$ cat config.mk
export PLATFORM = sky130hd
export DESIGN_NAME = orbit_frame_packer
export DESIGN_NICKNAME = d
export VERILOG_FILES = /design/src/rtl/orbit_pack_pkg.sv /design/src/rtl/rr_arbiter.sv /design/src/rtl/orbit_frame_packer.sv
export SDC_FILE = /design/constraint.sdc
export NUM_CORES = 1
export LEC_CHECK = 0
export ABC_AREA = 1
export CAP_MARGIN = 20
export CELL_PAD_IN_SITES_DETAIL_PLACEMENT = 0
export CELL_PAD_IN_SITES_GLOBAL_PLACEMENT = 2
export CORE_UTILIZATION = 29
export DETAILED_ROUTE_END_ITERATION = 8
export HOLD_SLACK_MARGIN = 0.12
export PLACE_DENSITY = 0.82
export RECOVER_POWER = 50
export SLEW_MARGIN = 40
export SYNTH_ARGS = -nofsm -noshare
export SYNTH_HDL_FRONTEND = slang
export SYNTH_SLANG_ARGS = --single-unit
$ cat constraint.sdc
create_clock -name clk -period 3.9 [get_ports clk]
set_clock_uncertainty 0.1 [all_clocks]
set_input_delay 0.78 -clock clk [delete_from_list [all_inputs] [get_ports clk]]
set_output_delay 0.78 -clock clk [all_outputs]
set_load 0.03 [all_outputs]
$ cat src/rtl/orbit_pack_pkg.sv
// Shared types and helpers for the orbit frame packer.
package orbit_pack_pkg;

    // Per-word sequencer states; one word takes LOAD->WRITE->ACK->GAP.
    typedef enum logic [2:0] {IDLE, LOAD, WRITE, ACK, GAP} packState_t;

    // Orbit word layout is {mark, data, zero pad}; data and pad widths are block parameters.
    localparam int MARK_W = 1;

    // Interleaved slot of word k of channel c inside one frame. The first half of a pack
    // lands on even slot groups and the second half on the odd ones, so the channels
    // interleave at single-word granularity across the whole frame.
    function automatic int slot_offset(input int nch, input int frame_log2,
                                       input int c, input int k);
        int h;
        h = (1 << frame_log2) / (2 * nch);
        return 2 * nch * (k % h) + nch * (k / h) + c;
    endfunction

endpackage

$ cat src/rtl/rr_arbiter.sv
// Round-robin arbiter: grants the first requester at or after the priority pointer.
module rr_arbiter #(
    parameter int N  = 2,
    parameter int IW = (N > 1) ? $clog2(N) : 1
) (
    input  logic          clk,
    input  logic          rst,
    input  logic [N-1:0]  req,
    input  logic          advance,
    output logic [IW-1:0] gnt_idx,
    output logic          gnt_valid
);

    // Highest-priority channel for the next search.
    logic [IW-1:0] ptr;

    // Walk from the farthest candidate down so the one nearest the pointer wins.
    always_comb begin
        gnt_valid = 1'b0;
        gnt_idx   = '0;
        for (int i = N - 1; i >= 0; i--) begin
            if (req[(int'(ptr) + i) % N]) begin
                gnt_valid = 1'b1;
                gnt_idx   = IW'((int'(ptr) + i) % N);
            end
        end
    end

    // Once a grant is taken, the channel after it gets top priority.
    always_ff @(posedge clk) begin
        if (rst)
            ptr <= '0;
        else if (advance && gnt_valid)
            ptr <= (int'(gnt_idx) == N - 1) ? '0 : gnt_idx + 1'b1;
    end

endmodule

$ cat src/rtl/orbit_frame_packer.sv
// Drains per-channel show-ahead byte FIFOs into the orbit frame RAM, one whole pack at a time.
module orbit_frame_packer
    import orbit_pack_pkg::*;
#(
    parameter int NCH        = 2,
    parameter int DW         = 8,
    parameter int USEDW_W    = 5,
    parameter int ADDR_W     = 11,
    parameter int FRAME_LOG2 = 5,
    parameter int PAD_W      = 3,
    parameter int CH_W       = (NCH > 1) ? $clog2(NCH) : 1
) (
    input  logic                      clk,
    input  logic                      rst,
    input  logic                      en,
    input  logic [NCH*USEDW_W-1:0]    usedw,
    input  logic [NCH*DW-1:0]         fData,
    output logic [NCH-1:0]            rAck,
    output logic [ADDR_W-1:0]         wAddr,
    output logic [MARK_W+DW+PAD_W-1:0] orbWord,
    output logic                      WE,
    output logic                      pack_done,
    output logic [CH_W-1:0]           pack_ch
);

    localparam int WPC  = (1 << FRAME_LOG2) / NCH;
    localparam int K_W  = $clog2(WPC);
    localparam int PC_W = ADDR_W - FRAME_LOG2;
    localparam logic [USEDW_W:0] WPC_LVL = (USEDW_W + 1)'(WPC);

    packState_t           state, stateNext;
    logic [CH_W-1:0]      ch, gntIdx;
    logic [K_W-1:0]       k;
    logic [PC_W-1:0]      packCnt [NCH];
    logic [NCH-1:0]       req;
    logic                 gntValid, grantTake, lastWord;
    logic [DW-1:0]        headData;
    logic [FRAME_LOG2-1:0] slotOff;

    // A channel may only start once a full pack is sitting in its FIFO.
    for (genvar c = 0; c < NCH; c++) begin : g_req
        assign req[c] = {1'b0, usedw[c*USEDW_W +: USEDW_W]} >= WPC_LVL;
    end

    rr_arbiter #(.N(NCH), .IW(CH_W)) uArb (
        .clk       (clk),
        .rst       (rst),
        .req       (req),
        .advance   (grantTake),
        .gnt_idx   (gntIdx),
        .gnt_valid (gntValid)
    );

    assign headData = fData[ch*DW +: DW];
    assign slotOff  = FRAME_LOG2'(slot_offset(NCH, FRAME_LOG2, int'(ch), int'(k)));
    assign lastWord = (k == K_W'(WPC - 1));

    // State register.
    always_ff @(posedge clk) begin
        if (rst) state <= IDLE;
        else     state <= stateNext;
    end

    // Next-state: grants are only taken in IDLE, so usedw is re-judged between packs only.
    always_comb begin
        stateNext = state;
        grantTake = 1'b0;
        case (state)
            IDLE: if (en && gntValid) begin
                stateNext = LOAD;
                grantTake = 1'b1;
            end
            LOAD:    stateNext = WRITE;
            WRITE:   stateNext = ACK;
            ACK:     stateNext = GAP;
            GAP:     stateNext = lastWord ? IDLE : LOAD;
            default: stateNext = IDLE;
        endcase
    end

    // Datapath: registered RAM write, pop strobe, word index and per-channel frame counters.
    always_ff @(posedge clk) begin
        if (rst) begin
            ch        <= '0;
            k         <= '0;
            wAddr     <= '0;
            orbWord   <= '0;
            WE        <= 1'b0;
            rAck      <= '0;
            pack_done <= 1'b0;
            pack_ch   <= '0;
            for (int i = 0; i < NCH; i++) packCnt[i] <= '0;
        end else begin
            WE        <= 1'b0;
            rAck      <= '0;
            pack_done <= 1'b0;
            case (state)
                IDLE: if (grantTake) begin
                    ch <= gntIdx;
                    k  <= '0;
                end
                LOAD: begin
                    wAddr   <= {packCnt[ch], slotOff};
                    orbWord <= {(k == '0), headData, {PAD_W{1'b0}}};
                    WE      <= 1'b1;
                end
                WRITE: rAck <= NCH'(1) << ch;
                GAP: begin
                    k <= k + 1'b1;
                    if (lastWord) begin
                        packCnt[ch] <= packCnt[ch] + 1'b1;
                        pack_done   <= 1'b1;
                        pack_ch     <= ch;
                    end
                end
                default: ;
            endcase
        end
    end

endmodule
Yosys cells after proc, flatten, opt, wreduce, memory -nomap -nowiden
Memories as Yosys holds them, arrays and structs flattened. A register that Yosys moved wholly into a read port is not among the register bits.
Index checks and enable logic that the tools add are counted.

word-level totals
  register bits = 34
  latch bits = 0
  bits in writable memories = 12
  bits in read-only memories = 0
  input bits = 29
  output and inout port bits = 28
  logic and storage cells = 71
  memories kept = 1

cells by class
  $add $sub $neg = 6
  multipliers = 0
  div/mod/pow operators = 0
  order comparisons = 4
  equality and inequality tests = 7
  shift-type cells = 2
  multiplexer cells = 29
  bitwise gates (word level) = 2
  reductions and logical operators = 10

memory list
  name     depth  width  read ports  clocked after memory_dff  wr ports  RTL line                  RTL
  packCnt  2      6      1           1                         2         orbit_frame_packer.sv:34  logic [PC_W-1:0] packCnt [NCH];

operators by type and width
  kind                   count
  $mux W1                24
  $shiftx A16 B5 Y8      1
  $pmux W3 S5            1
  $ge A5 B5 Y1 const B   2
  $pmux W4 S2            1
  $add A6 B1 Y6 const B  1
  $eq A3 B2 Y1 const B   2
  $mux W6                1
  $reduce_and A2 Y1      3
  $reduce_or A6 Y1       1
  $add A5 B1 Y5          1
  $add A5 B2 Y5          1
  $add A4 B1 Y4 const B  1
  $eq A4 B4 Y1 const B   1
  $logic_not A4 Y1       1
  $mux W4                1
  $eq A3 B1 Y1 const B   1
  $eq A3 B3 Y1 const B   1
  $logic_not A3 Y1       1
  $lt A2 B3 Y1 const B   1
  $mux W3                1
  $add A1 B1 Y1 const B  2
  $logic_and A1 B1 Y1    2
  $lt A1 B2 Y1 const B   1
  7 further kinds        7

Depth between registers and ports, before layout
Gate-level depths: netlist (run 1).

  depth after elaboration = 13
  mapped depth = 8
  depth with buffers taken out = 8

Hierarchy
A second synthesis (run 1) with hierarchy kept.

unflattened totals
  cell total of the unflattened synthesis = 232
  area, all modules = 1971.9 um^2

modules (own cells, without submodules)
  module              times used  cells each  area each (um^2)  sequential area each (um^2)
  orbit_frame_packer  1           224         1913.1            1041.0
  rr_arbiter          1           8           58.8              20.0

Worst setup path after synthesis (run 1)
OpenSTA, ideal clock, no wires.

  path kind = input port to flip-flop
  from = input rst
  to = memory packCnt[1][0] (netlist bit) (enable)
  setup time = 0.318 ns
  arrival = 1.447 ns
  required time = 3.482 ns
  setup slack = 2.035 ns
  stages = 4
  buffers on the path = 1
  cells stage by stage = buf_6 nor3_4 nand2_4 nand2_1

RTL lines
  what         RTL line                  RTL
  from (decl)  orbit_frame_packer.sv:14  input logic rst,
  to (decl)    orbit_frame_packer.sv:34

==> impl_metrics.tcl, run 1 <==
set metrics [dict create \
    grt_pass1_vias 1656 \
    synth.area.top_cells "dfxtp_1, edfxtp_1, nand2_1" \
    initial_utilization 0.3027 \
    wl_met1_mm 2.030 \
    grt_pass1_wl_mm 7.665 \
    cts_made_buffers 5 \
    slowest_stage "nor3_1" \
    synth-compound-area-share 0.1454 \
    dr.pass1.iters 6 \
    syn-cell-area_sq_um 1944 \
    hp-class "flop to flop" \
    yosys.cell_types.count 30 \
    setup_tns_ns 0 \
    ioPinCount 57 \
    ys_ff_latch 47 \
    yosys.area_share.simple 0.2143 \
    wirelength_mm 4.395 \
    final.period_utilization 0.7254 \
    critPathLaunchType "primary input" \
    max_freq_mhz 353.5 \
    slew_headroom 0.5218 \
    dp_hpwl_mm 3.003 \
    wl_per_cell_um 12.59 \
    crit_path_cell_trace "dlygate4sd3_1, clkbuf_1, nor3_1, nand2_4, nand2_1" \
    drtAntennaViolNets 0 \
    highest_layer "met4" \
    viasPerCell 4.570 \
    path_clk_slew_ns 0.09 \
    critical_path_arrival_ns 2.70 \
    place.port_buffers 45 \
    met3WireLength_um 166 \
    area_delta_synth_final_pct 30.05 \
    dr.first_iter.drc_count 60 \
    setup_viol 0 \
    synth_top_area_frac 0.3604 \
    clock_path_buffers 2 \
    die-area_sq_um 7036 \
    synthCells 227 \
    antenna_found_initial 0 \
    synth_xor_area_frac 0.01351 \
    synthAdderAreaFrac 0.01931 \
    via_count 1595 \
    overflow 0 \
    fp.dieW_um 83.88 \
    peakVddDrop_mv 0.1298 \
    die_h_um 83.88 \
    layout.nets 303 \
    slew_violations 0 \
    crit_family "simple AND/OR/NAND/NOR gates" \
    crit_fanout 10 \
    gp_congestion 0.7300 \
    cts_sinks 47 \
    worstSkewPairLatency_ns 0.30 \
    worst_slew_pin_slew_ns 0.7165 \
    grt_usage 0.1379 \
    synthMuxAreaShare 0 \
    synth_area_per_cell_sq_um 8.565 \
    leakage_nw 0.9788 \
    h-tree-depth 2 \
    multi_input_area_sq_um 763.2 \
    cts_root_buf "clkbuf_8" \
    status "complete, but fails checks" \
    postLayoutCellArea_sq_um 2529 \
    drive_gt1_frac 0.04779 \
    cts_setup_buffers 0 \
    placementRows 29 \
    drc 4 \
    violations "design-rule violations" \
    fin_crit_ns 2.829 \
    critical-path-max-stage-delay_ns 0.62 \
    cts_tree "done" \
    nFillCells 674 \
    ys_warn_count 0 \
    worst-path-buf-inv 2 \
    grt_setup_unrepaired "false" \
    worstSetupEndpointType "flop" \
    final_hold_viol_count 0 \
    synth_top_area_cell "dfxtp_1" \
    route.met2.wl_mm 2.133 \
    grt_max_degree 37 \
    num_antenna_cells 0 \
    seqCellArea_sq_um 1061 \
    dpl_cell_area_sq_um 2442 \
    path_class "primary input to flop" \
    ys_seq_area_frac 0.5457 \
    synth_top_family_by_area "simple AND/OR/NAND/NOR gates" \
    drv_cap 0 \
    core_area_sq_um 6422 \
    cts-resized-gates 0 \
    worstPathRequired_ns 3.77 \
    power_density_nw_per_um2 468.0 \
    cts_hold_buf 0 \
]
==> stage by stage <==
stage | std cells | hold WS, ns | utilization | setup slack (ns) | total power [W]
4_1_cts | 349 | 0.3785 | 0.3961 | 1.605 | 0.001202
3_3_place_gp | 341 | 0.3572 | 0.3803 | 1.328 | 0.0008719
6_report | 349 | 0.3679 | 0.3937 | 1.071 | 0.001183
3_5_place_dp | 341 | 0.3656 | 0.3803 | 1.288 | 0.0008726
5_1_grt | 349 | 0.4006 | 0.3937 | 0.9096 | 0.001251
2_1_floorplan | 229 | 0.3678 | - | 2.035 | 0.0007597
==> cell families after synthesis <==
| family | Yosys count |
|---|---|
| AOI/OAI and AO/OA | 52 |
| xor gates and xnor gates | 3 |
| adders and majority gates | 3 |
| buffers and inverters | 25 |
| DFF | 47 |
| other | 1 |
| and+or+nand+nor | 96 |
==> where the power goes <==
part | internal [W] | switching (W) | leakage [nW]
combinational | 0.000110 | 0.000172 | 0.518
sequential | 0.000546 | 0.0000289 | 0.410
clock | 0.000166 | 0.000160 | 0.0506
total | 0.000823 | 0.000361 | 0.979
==> worst min-delay path: stages (launching register included) <==
cell and delay, ns:
dfxtp_1 0.32, nand2_1 0.06, a21oi_1 0.05
==> layer usage <==
layer	vias to the layer above	track usage
met5	-	0
met4	0	0.05172
met3	5	0.03462
met2	36	0.2377
met1	719	0.1649
li1	835	-
==> cell usage in the layout (no fill, tap or decap), types with 2 or more instances in the layout <==
cell type | Yosys | routed
clkbuf_1 | 3 | 3
clkbuf_8 | 0 | 5
nor2_1 | 27 | 27
edfxtp_1 | 12 | 12
nand2_1 | 54 | 54
dfxtp_1 | 35 | 35
nor3_1 | 3 | 4
nand2_4 | 2 | 2
ha_1 | 3 | 3
a31oi_1 | 10 | 10
dlygate4sd3_1 | 0 | 2
xor2_1 | 2 | 2
o21ai_0 | 24 | 24
clkdlybuf4s50_1 | 0 | 43
conb_1 | 1 | 3
inv_1 | 13 | 13
a21oi_1 | 14 | 14
nand3_1 | 5 | 5
==> cells in the mapped netlist (all sizes together) <==
cell	n
nand3	6
o21ai	24
a31oi	10
nor2	29
a211oi	1
clkbuf	3
xnor2	1
nand2	57
xor2	2
inv	14
ha	3
o21a	1
dfxtp	35
nor3	4
conb	1
buf	8
o211ai	1
a21oi	14
edfxtp	12
o21bai	1
==> flip-flops by register name, indices dropped and copies added, names as in the netlist, named ones only <==
name       count
wAddr         11
pack_done      1
WE             1
uArb.ptr       1
ch             1
k              4
pack_ch        1
rAck           2
packCnt       12
state          3
orbWord        9
==> cell type report <==
cell class,instances,area share
Clock buffer,8,0.04008
Inverter,14,0.02078
Multi-Input combinational cell,157,0.3018
Sequential cell,47,0.4196
Tap cell,77,0.03810
Timing Repair Buffer,46,0.1796
==> worst paths after layout <==
path | to | depth (start not counted) | start | slack (ns)
worst max-delay path | packCnt[0][3] | 5 | rst | 1.07
worst min-delay path | wAddr[9] | 2 | wAddr[9] | 0.37
worst max register to register | packCnt[0][3] | 5 | k[1] | 1.70
worst min register to register | wAddr[9] | 2 | wAddr[9] | 0.37
Power figures use the tool's default switching activity.
==> run 2: changes to the inputs <==
Settings changed: CORE_UTILIZATION 29 to 27, PLACE_DENSITY 0.82 to 0.77.
Clock period 3.9 ns to 2.7 ns, I/O delays scaled along.
==> run 2 against run 1 <==
Net effect: the run now ends clean; die area up 7.2%; via count rose by 2.3%; register-to-register slack got worse by 1.1 ns; cell count up 6.3%; worst setup slack worse by 0.57 ns.
==> impl_metrics.tcl, run 2 (synthesized netlist as in run 1, its figures left out) <==
set metrics [dict create \
    status "finished, final reports clean" \
    core_area_sq_um 6869 \
    power_frac_comb 0.225 \
    min_from "wAddr[6]" \
    internal_power_w 0.001282 \
    worst_slew_pin_slew_ns 0.9731 \
    cts-resized-gates 0 \
    wl_per_cell_um 12.00 \
    layout_common_cells "nand2_1, clkdlybuf4s50_1, dfxtp_1" \
    ioPinCount 57 \
    final_hold_viol_count 0 \
    via_count 1631 \
    peakVddDrop_mv 0.2509 \
    critPathLaunchType "primary input" \
    drc 0 \
    grt_setup_unrepaired "false" \
    slew_headroom 0.3506 \
    regMostFlops "packCnt" \
    viasPerCell 4.396 \
    cts_setup_buffers 0 \
    cts_made_buffers 5 \
    worst-path-buf-inv 1 \
    leakage_nw 0.9978 \
    area_delta_synth_final_pct 33.08 \
    cts_tree "done" \
    grt_usage 0.1306 \
    num_antenna_cells 0 \
    hp-class "flop to flop" \
    h-tree-depth 2 \
    antenna_found_initial 0 \
    nFillCells 729 \
    drv_cap 0 \
    grt_max_degree 28 \
    dr.first_iter.drc_count 44 \
    path_class "primary input to flop" \
    cts_sinks 47 \
    critical_path_arrival_ns 2.09 \
    drive_gt1_frac 0.05455 \
    worstSetupEndpointType "flop" \
    cts_root_buf "clkbuf_8" \
    placementRows 30 \
    top_regs "packCnt: 12 flops, wAddr: 11 flops, orbWord: 9 flops" \
    slew_violations 0 \
    die_h_um 86.86 \
    r2r_start "k[0]" \
    power_density_nw_per_um2 706.8 \
    overflow 0 \
    grt_pass1_vias 1537 \
    final.period_utilization 0.8144 \
    wirelength_mm 4.453 \
    fp.dieW_um 86.86 \
    p_switching_w 0.0005467 \
    p_clk_frac 0.321 \
    dr.pass1.iters 4 \
    path_clk_slew_ns 0.09 \
    cts_hold_buf 0 \
    dp_hpwl_mm 3.159 \
    regToRegSetupSlack_ns 0.59 \
    total_power_w 0.001829 \
    critical-path-max-stage-delay_ns 0.59 \
    whs_path_depth 2 \
    layout_commonest_cell "nand2_1" \
    setup_tns_ns 0 \
    crit_path_cell_trace "dlygate4sd3_1, nor3_1, nand2_4, nand2_1" \
    worstSkewPairLatency_ns 0.30 \
    max_freq_mhz 454.8 \
    die-area_sq_um 7545 \
    crit_family "simple AND/OR/NAND/NOR gates" \
    fin_crit_ns 2.199 \
    crit_fanout 8 \
    p_sw_frac 0.2989 \
    largest_reg_flops 12 \
    p_seq_frac 0.454 \
    slowest_stage "dlygate4sd3_1" \
    grt_pass1_wl_mm 7.458 \
    drtAntennaViolNets 0 \
    hold_end "wAddr[6]" \
    place.port_buffers 45 \
    gp_congestion 0.7595 \
    initial_utilization 0.2831 \
    ff2ff_path_depth 5 \
    setup_viol 0 \
    layout.nets 306 \
    worstReg2RegEnd "packCnt[1][4]" \
    worstPathRequired_ns 2.59 \
    clock_path_buffers 2 \
]
## run 2: changes by cell type in the layout (fill, tap and decap cells not counted)
cell	previous run	this run
bufinv_16	0	1
clkbuf_1	3	4
inv_4	0	1
nor2_2	1	2
nor2_4	1	0
## run 2: layout make-up
type                            instances  area (sq um)  area share
Sequential cell                        47          1061      0.4101
Clock inverter                          2         36.28     0.01402
Inverter                               14         52.55     0.02031
Timing Repair Buffer                   49         465.4      0.1799
Tap cell                               96         120.1     0.04642
Multi-Input combinational cell        157         758.2      0.2930
Clock buffer                            6         93.84     0.03627
## run 2: worst max path at each step
stage | end | slack, ns | cells past startpoint | from
after floorplan | packCnt[1][0] | 1.07 | 5 | k[1]
after global placement | packCnt[0][4] | 0.54 | 4 | rst
after detailed placement | packCnt[1][2] | 0.51 | 4 | rst
after CTS | pack_ch | 0.70 | 1 | pack_ch
after global routing | wAddr[2] | 0.33 | 5 | state[0]
final | packCnt[1][4] | 0.50 | 4 | rst
## run 2: power by group through the flow
| stage | Combinational [W] | Sequential (W) | Clock [W] |
|---|---|---|---|
| after floorplan | 0.000156 | 0.000941 | 0 |
| after global placement | 0.000423 | 0.000847 | 0 |
| after detailed placement | 0.000422 | 0.000847 | 0 |
| after CTS | 0.000424 | 0.000832 | 0.000597 |
| after global routing | 0.000452 | 0.000839 | 0.000629 |
| final | 0.000412 | 0.000830 | 0.000587 |
## run 2: through the flow
stage | worst slack, ns | std cells | hold slack (ns) | area (sq um) | util
2_1_floorplan | 1.075 | 229 | 0.3678 | 1952 | -
3_3_place_gp | 0.5359 | 363 | 0.3547 | 2489 | 0.3623
3_5_place_dp | 0.5143 | 363 | 0.3624 | 2489 | 0.3623
4_1_cts | 0.7023 | 371 | 0.3734 | 2619 | 0.3812
5_1_grt | 0.3345 | 371 | 0.3990 | 2587 | 0.3767
6_report | 0.5011 | 371 | 0.3683 | 2587 | 0.3767
## run 2: worst min-delay path: stages (launching register included)
cell     delay [ns]
dfxtp_1        0.32
nand2_1        0.06
a21oi_1        0.05
## run 2: per-layer routing
metal | track usage | wire [um]
met4 | 0.05303 | 82
met3 | 0.03981 | 213
met5 | 0 | 0
met2 | 0.2019 | 2013
met1 | 0.1698 | 2143
